===== config.mk =====
export PLATFORM = sky130hd
export DESIGN_NAME = bcd_updown_counter_mux
export DESIGN_NICKNAME = d
export VERILOG_FILES = /design/src/rtl/bcd_updown_counter_mux_pkg.sv /design/src/rtl/bcd_updown_counter_mux_seg7_decode.sv /design/src/rtl/bcd_updown_counter_mux.sv
export SDC_FILE = /design/constraint.sdc
export NUM_CORES = 1
export LEC_CHECK = 0
export ABC_AREA = 1
export CAP_MARGIN = 40
export CORE_MARGIN = 4
export CORE_UTILIZATION = 50
export DETAILED_ROUTE_END_ITERATION = 6
export GPL_ROUTABILITY_DRIVEN = 1
export PLACE_DENSITY = 0.71
export SYNTH_ARGS = -nofsm -noshare
export SYNTH_HDL_FRONTEND = slang
export SYNTH_SLANG_ARGS = --single-unit

===== constraint.sdc =====
create_clock -name clk -period 6.1 [get_ports clk]
set_input_delay 0.61 -clock clk [delete_from_list [all_inputs] [get_ports clk]]
set_output_delay 0.61 -clock clk [all_outputs]
set_load 0.05 [all_outputs]

===== src/rtl/bcd_updown_counter_mux_pkg.sv =====
// Shared constants for the multiplexed BCD counter: digit width and the
// active-low {a,b,c,d,e,f,g,dp} seven-segment patterns.
package bcd_updown_counter_mux_pkg;

    localparam int BCD_W = 4;

    localparam logic [7:0] SEG_0     = 8'h03;
    localparam logic [7:0] SEG_1     = 8'h9F;
    localparam logic [7:0] SEG_2     = 8'h25;
    localparam logic [7:0] SEG_3     = 8'h0D;
    localparam logic [7:0] SEG_4     = 8'h99;
    localparam logic [7:0] SEG_5     = 8'h49;
    localparam logic [7:0] SEG_6     = 8'h41;
    localparam logic [7:0] SEG_7     = 8'h1F;
    localparam logic [7:0] SEG_8     = 8'h01;
    localparam logic [7:0] SEG_9     = 8'h09;
    localparam logic [7:0] SEG_BLANK = 8'hFF;

    function automatic logic [7:0] seg_pattern(input logic [BCD_W-1:0] d);
        case (d)
            4'd0:    return SEG_0;
            4'd1:    return SEG_1;
            4'd2:    return SEG_2;
            4'd3:    return SEG_3;
            4'd4:    return SEG_4;
            4'd5:    return SEG_5;
            4'd6:    return SEG_6;
            4'd7:    return SEG_7;
            4'd8:    return SEG_8;
            4'd9:    return SEG_9;
            default: return SEG_BLANK;
        endcase
    endfunction

    // Non-BCD nibbles collapse to zero so the counter never holds an illegal digit.
    function automatic logic [BCD_W-1:0] bcd_sanitize(input logic [BCD_W-1:0] d);
        return (d > 4'd9) ? 4'd0 : d;
    endfunction

endpackage


===== src/rtl/bcd_updown_counter_mux_seg7_decode.sv =====
// Combinational BCD to active-low seven-segment decoder with a blank override.
module seg7_decode
    import bcd_updown_counter_mux_pkg::*;
(
    input  logic [BCD_W-1:0] digit,
    input  logic             blank,
    output logic [7:0]       seg
);

    always_comb begin
        seg = SEG_BLANK;
        if (!blank) begin
            seg = seg_pattern(digit);
        end
    end

endmodule


===== src/rtl/bcd_updown_counter_mux.sv =====
// N-digit BCD up/down counter with programmable step prescaler, parallel load,
// wrap carry pulse and a time-multiplexed seven-segment / anode driver.
module bcd_updown_counter_mux
    import bcd_updown_counter_mux_pkg::*;
#(
    parameter int DIGITS   = 4,
    parameter int TICK_DIV = 50_000_000,
    parameter int SCAN_DIV = 50_000,
    parameter int BLANK_LZ = 1
) (
    input  logic                    clk,
    input  logic                    rst_n,
    input  logic                    en,
    input  logic                    upDown,
    input  logic                    load,
    input  logic [4*DIGITS-1:0]     loadValue,
    output logic [4*DIGITS-1:0]     count,
    output logic                    carry,
    output logic [7:0]              sevenSegment,
    output logic [DIGITS-1:0]       anode
);

    localparam int CW = DIGITS * BCD_W;
    localparam int TW = $clog2(TICK_DIV);
    localparam int SW = $clog2(SCAN_DIV);
    localparam int IW = (DIGITS > 1) ? $clog2(DIGITS) : 1;

    localparam logic [TW-1:0] TICK_LAST = TW'(TICK_DIV - 1);
    localparam logic [SW-1:0] SCAN_LAST = SW'(SCAN_DIV - 1);
    localparam logic [IW-1:0] IDX_LAST  = IW'(DIGITS - 1);

    logic [TW-1:0]      tick_cnt_q, tick_cnt_d;
    logic [SW-1:0]      scan_cnt_q, scan_cnt_d;
    logic [IW-1:0]      idx_q, idx_d;
    logic [CW-1:0]      count_q, count_d;
    logic               carry_q, carry_d;
    logic [DIGITS-1:0]  anode_q, anode_d;
    logic [7:0]         seg_q, seg_d;

    logic               tick;
    logic               scan_adv;
    logic [DIGITS:0]    term_chain;
    logic [DIGITS:0]    zero_above;
    logic [DIGITS-1:0]  blank_vec;
    logic [CW-1:0]      step_val;
    logic [CW-1:0]      load_val;
    logic [BCD_W-1:0]   digit_sel;
    logic               blank_sel;
    logic [7:0]         seg_sel;

    // term_chain[i]: every digit below i sits at its terminal value for the
    // current direction. zero_above[k]: digit k and everything above it are 0.
    always_comb begin
        term_chain[0]      = 1'b1;
        zero_above[DIGITS] = 1'b1;
        blank_vec          = '0;
        for (int i = 0; i < DIGITS; i++) begin
            term_chain[i+1] = term_chain[i] &
                (upDown ? (count_q[i*BCD_W +: BCD_W] == 4'd9)
                        : (count_q[i*BCD_W +: BCD_W] == 4'd0));
        end
        for (int k = DIGITS - 1; k >= 0; k--) begin
            zero_above[k] = zero_above[k+1] & (count_q[k*BCD_W +: BCD_W] == 4'd0);
            blank_vec[k]  = (BLANK_LZ != 0) && (k > 0) && zero_above[k];
        end
    end

    for (genvar g = 0; g < DIGITS; g++) begin : g_digit
        logic [BCD_W-1:0] cur;
        logic [BCD_W-1:0] nxt;
        assign cur = count_q[g*BCD_W +: BCD_W];
        assign nxt = upDown ? ((cur == 4'd9) ? 4'd0 : cur + 4'd1)
                            : ((cur == 4'd0) ? 4'd9 : cur - 4'd1);
        assign step_val[g*BCD_W +: BCD_W] = (tick && term_chain[g]) ? nxt : cur;
        assign load_val[g*BCD_W +: BCD_W] = bcd_sanitize(loadValue[g*BCD_W +: BCD_W]);
    end

    always_comb begin
        tick       = en && (tick_cnt_q == TICK_LAST);
        tick_cnt_d = tick_cnt_q;
        if (load || tick) begin
            tick_cnt_d = '0;
        end else if (en) begin
            tick_cnt_d = tick_cnt_q + 1'b1;
        end

        count_d = load ? load_val : step_val;
        carry_d = tick && !load && term_chain[DIGITS];

        scan_adv   = (scan_cnt_q == SCAN_LAST);
        scan_cnt_d = scan_adv ? '0 : scan_cnt_q + 1'b1;
        idx_d      = idx_q;
        if (scan_adv) begin
            idx_d = (idx_q == IDX_LAST) ? '0 : idx_q + 1'b1;
        end

        digit_sel = '0;
        blank_sel = 1'b0;
        for (int k = 0; k < DIGITS; k++) begin
            if (idx_q == IW'(k)) begin
                digit_sel = count_q[k*BCD_W +: BCD_W];
                blank_sel = blank_vec[k];
            end
        end
        anode_d = ~(DIGITS'(1) << idx_q);
        seg_d   = seg_sel;
    end

    seg7_decode u_seg7_decode (
        .digit (digit_sel),
        .blank (blank_sel),
        .seg   (seg_sel)
    );

    always_ff @(posedge clk or negedge rst_n) begin
        if (!rst_n) begin
            tick_cnt_q <= '0;
            scan_cnt_q <= '0;
            idx_q      <= '0;
            count_q    <= '0;
            carry_q    <= 1'b0;
            anode_q    <= ~DIGITS'(1);
            seg_q      <= SEG_0;
        end else begin
            tick_cnt_q <= tick_cnt_d;
            scan_cnt_q <= scan_cnt_d;
            idx_q      <= idx_d;
            count_q    <= count_d;
            carry_q    <= carry_d;
            anode_q    <= anode_d;
            seg_q      <= seg_d;
        end
    end

    assign count        = count_q;
    assign carry        = carry_q;
    assign anode        = anode_q;
    assign sevenSegment = seg_q;

endmodule


==> metrics <==
status finished clean; Cells after Synth 691; Crit path buffers/inverters 1; worst path arrival time 1.85 ns; CP Launch Type flip-flop; Synth Register Bits 72; critical-path maximum fanout 10; final non-filler cell total 854; GR Util All Layers 21.69%; share of cells above drive strength 1 7.537%; later-pin clock latency in the skew report 0.36 ns; Syn Nets 723; placed cell count 838; Pleak 0.002760 uW; Final ANT Viol Nets 0; Placed Area 5278 sq um; Area Growth Syn to Fin 17.53%; Overflow after GRT 0; clk buf depth 2; Post-synth ARST share 100.0%; Final Slew Violations 0; final-layout fill cell count 841; max cap viols 0; Syn Area/Cell 6.828 sq um; Power Density 253.8 nW/um^2; slowest cell delay on critical path 0.89 ns; Distinct cells, synth 36; gpl congestion 0.8853; H-tree Lvls 3; final hold vios 0; period utilization 40.34%; full die area 11,050 sq um; CP required 5.49 ns; io pins 50; Primary FF master, synth dfrtp_1; Iter 0 DRT Violations 344; Chip Height 105.1 microns; DR WL/cell 13.22 microns; Mapped Area 4718 sq um; Rel. slew slack 39.00%; # setup viols final 0; number of synthesized flops with an enable pin 0; Worst Path Class, Setup flip-flop to primary output; Post-CTS Setup Inserts 0; Critical-path top delay cell clkdlybuf4s50_1; synth warn 0; # hold bufs at CTS 0; clock-pin slew on the worst setup and hold paths 0.08 ns; I/O Buffers 48; Die X 105.1 microns; via count 4,553; Core Region 9196 sq um; Root Driver clkbuf_8; initial antenna violation count 0; post-synthesis sequential area ratio 38.29%; commonest non-fill, non-tap cell in the layout nand2_1; setup total negative slack 0 ns; Pre-antenna DRT Iters 5; Starting Density 51.31%; vias in the first global route 4,239; Post-CTS Resized 0; most frequent cells in the layout nand2_1, inv_1, nand3_1, nor2_1, dfrtp_1; Worst Skew 0.005054 ns; Rows 35; min-delay worst type input pin to asynchronous set/reset pin; Peak VDD IR 0.0001688 V; FMAX 0.4063 GHz; first-pass GRT wire length 19.63 mm; cell area after layout 5545 sq um; DP HPWL 8.407 mm; Tmin final 2.461 ns; RSZ-0062 raised after global routing no; drt drc 0; vias per cell 5.331; CTS Buf Count 9; # nets final 770; delay-heaviest family, CP buffers and inverters; Sink Count 72; # diodes 0; CP endpoint kind primary output; CP cell instances clkdlybuf4s50_1; Least-Margin Pin Slew 0.9121 ns; hold_ws 0.2882 ns; largest net degree at the start of global routing 38; CTS tree yes; Post-Route WL 11.29 mm
==> cell usage after synthesis, types with 2 or more instances <==
master | count | area share (%)
nor3_1 | 9 | 0.95
a21oi_1 | 20 | 2.1
nand3_1 | 77 | 8.2
nor2_2 | 8 | 1.1
o211a_1 | 2 | 0.42
buf_1 | 2 | 0.16
inv_1 | 83 | 6.6
o21ai_1 | 4 | 0.42
inv_2 | 5 | 0.40
o21bai_1 | 6 | 0.95
dfstp_2 | 4 | 2.2
o21ai_0 | 39 | 4.1
buf_6 | 3 | 0.72
nand3_2 | 3 | 0.64
nand2_1 | 209 | 17
xor2_1 | 12 | 2.2
buf_2 | 3 | 0.32
nor2_4 | 6 | 1.4
nand4_1 | 13 | 1.7
or2_2 | 2 | 0.27
clkbuf_1 | 5 | 0.40
ha_1 | 11 | 2.9
nand2_2 | 7 | 0.93
a31oi_1 | 2 | 0.27
dfrtp_1 | 68 | 36
nor2_1 | 77 | 6.1
nand3b_1 | 2 | 0.32
==> state kept, by name, summed over array words and instances, names as in the netlist <==
register	cells
sevenSegment	7
scan_cnt_q	16
count	16
carry	1
tick_cnt_q	26
anode	4
idx_q	2
==> layer usage <==
metal	global-route usage (%)	up-vias	share of wire (%)
met2	34.88	111	48
met1	29.89	2137	46
met5	0	-	0
met3	4.385	11	5.0
met4	5.717	0	1.1
li1	-	2294	-
==> through the flow <==
step	utilization, %	power [uW]	setup slack [ns]
detailed placement	57.39	903.2	3.356
global route	60.30	1479	3.474
finish	60.30	1407	3.639
global placement	57.17	893.9	3.402
floorplan	-	782.3	4.168
CTS	60.30	1417	3.665
==> logic make-up (layout without fill, tap and decap cells) <==
family                     Yosys count  count (layout)  share of synthesized area [%]
AOI/OAI and AO/OA                   78              78                          9.123
and+or+nand+nor                    415             415                          38.61
DFF                                 72              72                          38.29
other                                1               1                        0.07948
adders and majority gates           11              11                          2.917
buffers and inverters              102             154                          8.751
xor gates and xnor gates            12              12                          2.228
==> cell type report <==
cell class | instances | area, sq um | area share, %
timing repair buffer | 50 | 503.0 | 9.070
inverter | 88 | 330.3 | 5.957
sequential | 72 | 1807 | 32.58
clock buffer | 10 | 137.6 | 2.482
clock inverter | 6 | 130.1 | 2.347
multi-input combinational | 517 | 2499 | 45.06
tap | 111 | 138.9 | 2.505
==> where the power goes <==
part	switching (uW)	leakage, uW	total, uW	internal [uW]
combinational	238	0.00168	354	115
sequential	38.0	0.000949	542	504
clock	188	0.000136	511	323
total	465	0.00276	1410	943
==> worst paths after layout <==
| check | from | endpoint | slack, ns | depth (start not counted) |
|---|---|---|---|---|
| setup / recovery | count[2] | count[2] | 3.64 | 1 |
| setup reg to reg | idx_q[1] | sevenSegment[4] | 3.86 | 12 |
| min in group clk | scan_cnt_q[0] | scan_cnt_q[0] | 0.46 | 1 |
| max in group asynchronous | rst_n | sevenSegment[1] | 5.19 | 3 |
| hold / removal | rst_n | tick_cnt_q[21] | 0.29 | 2 |
| hold reg to reg | scan_cnt_q[0] | scan_cnt_q[0] | 0.46 | 1 |
No activity file was read; power rests on OpenSTA's default activity.
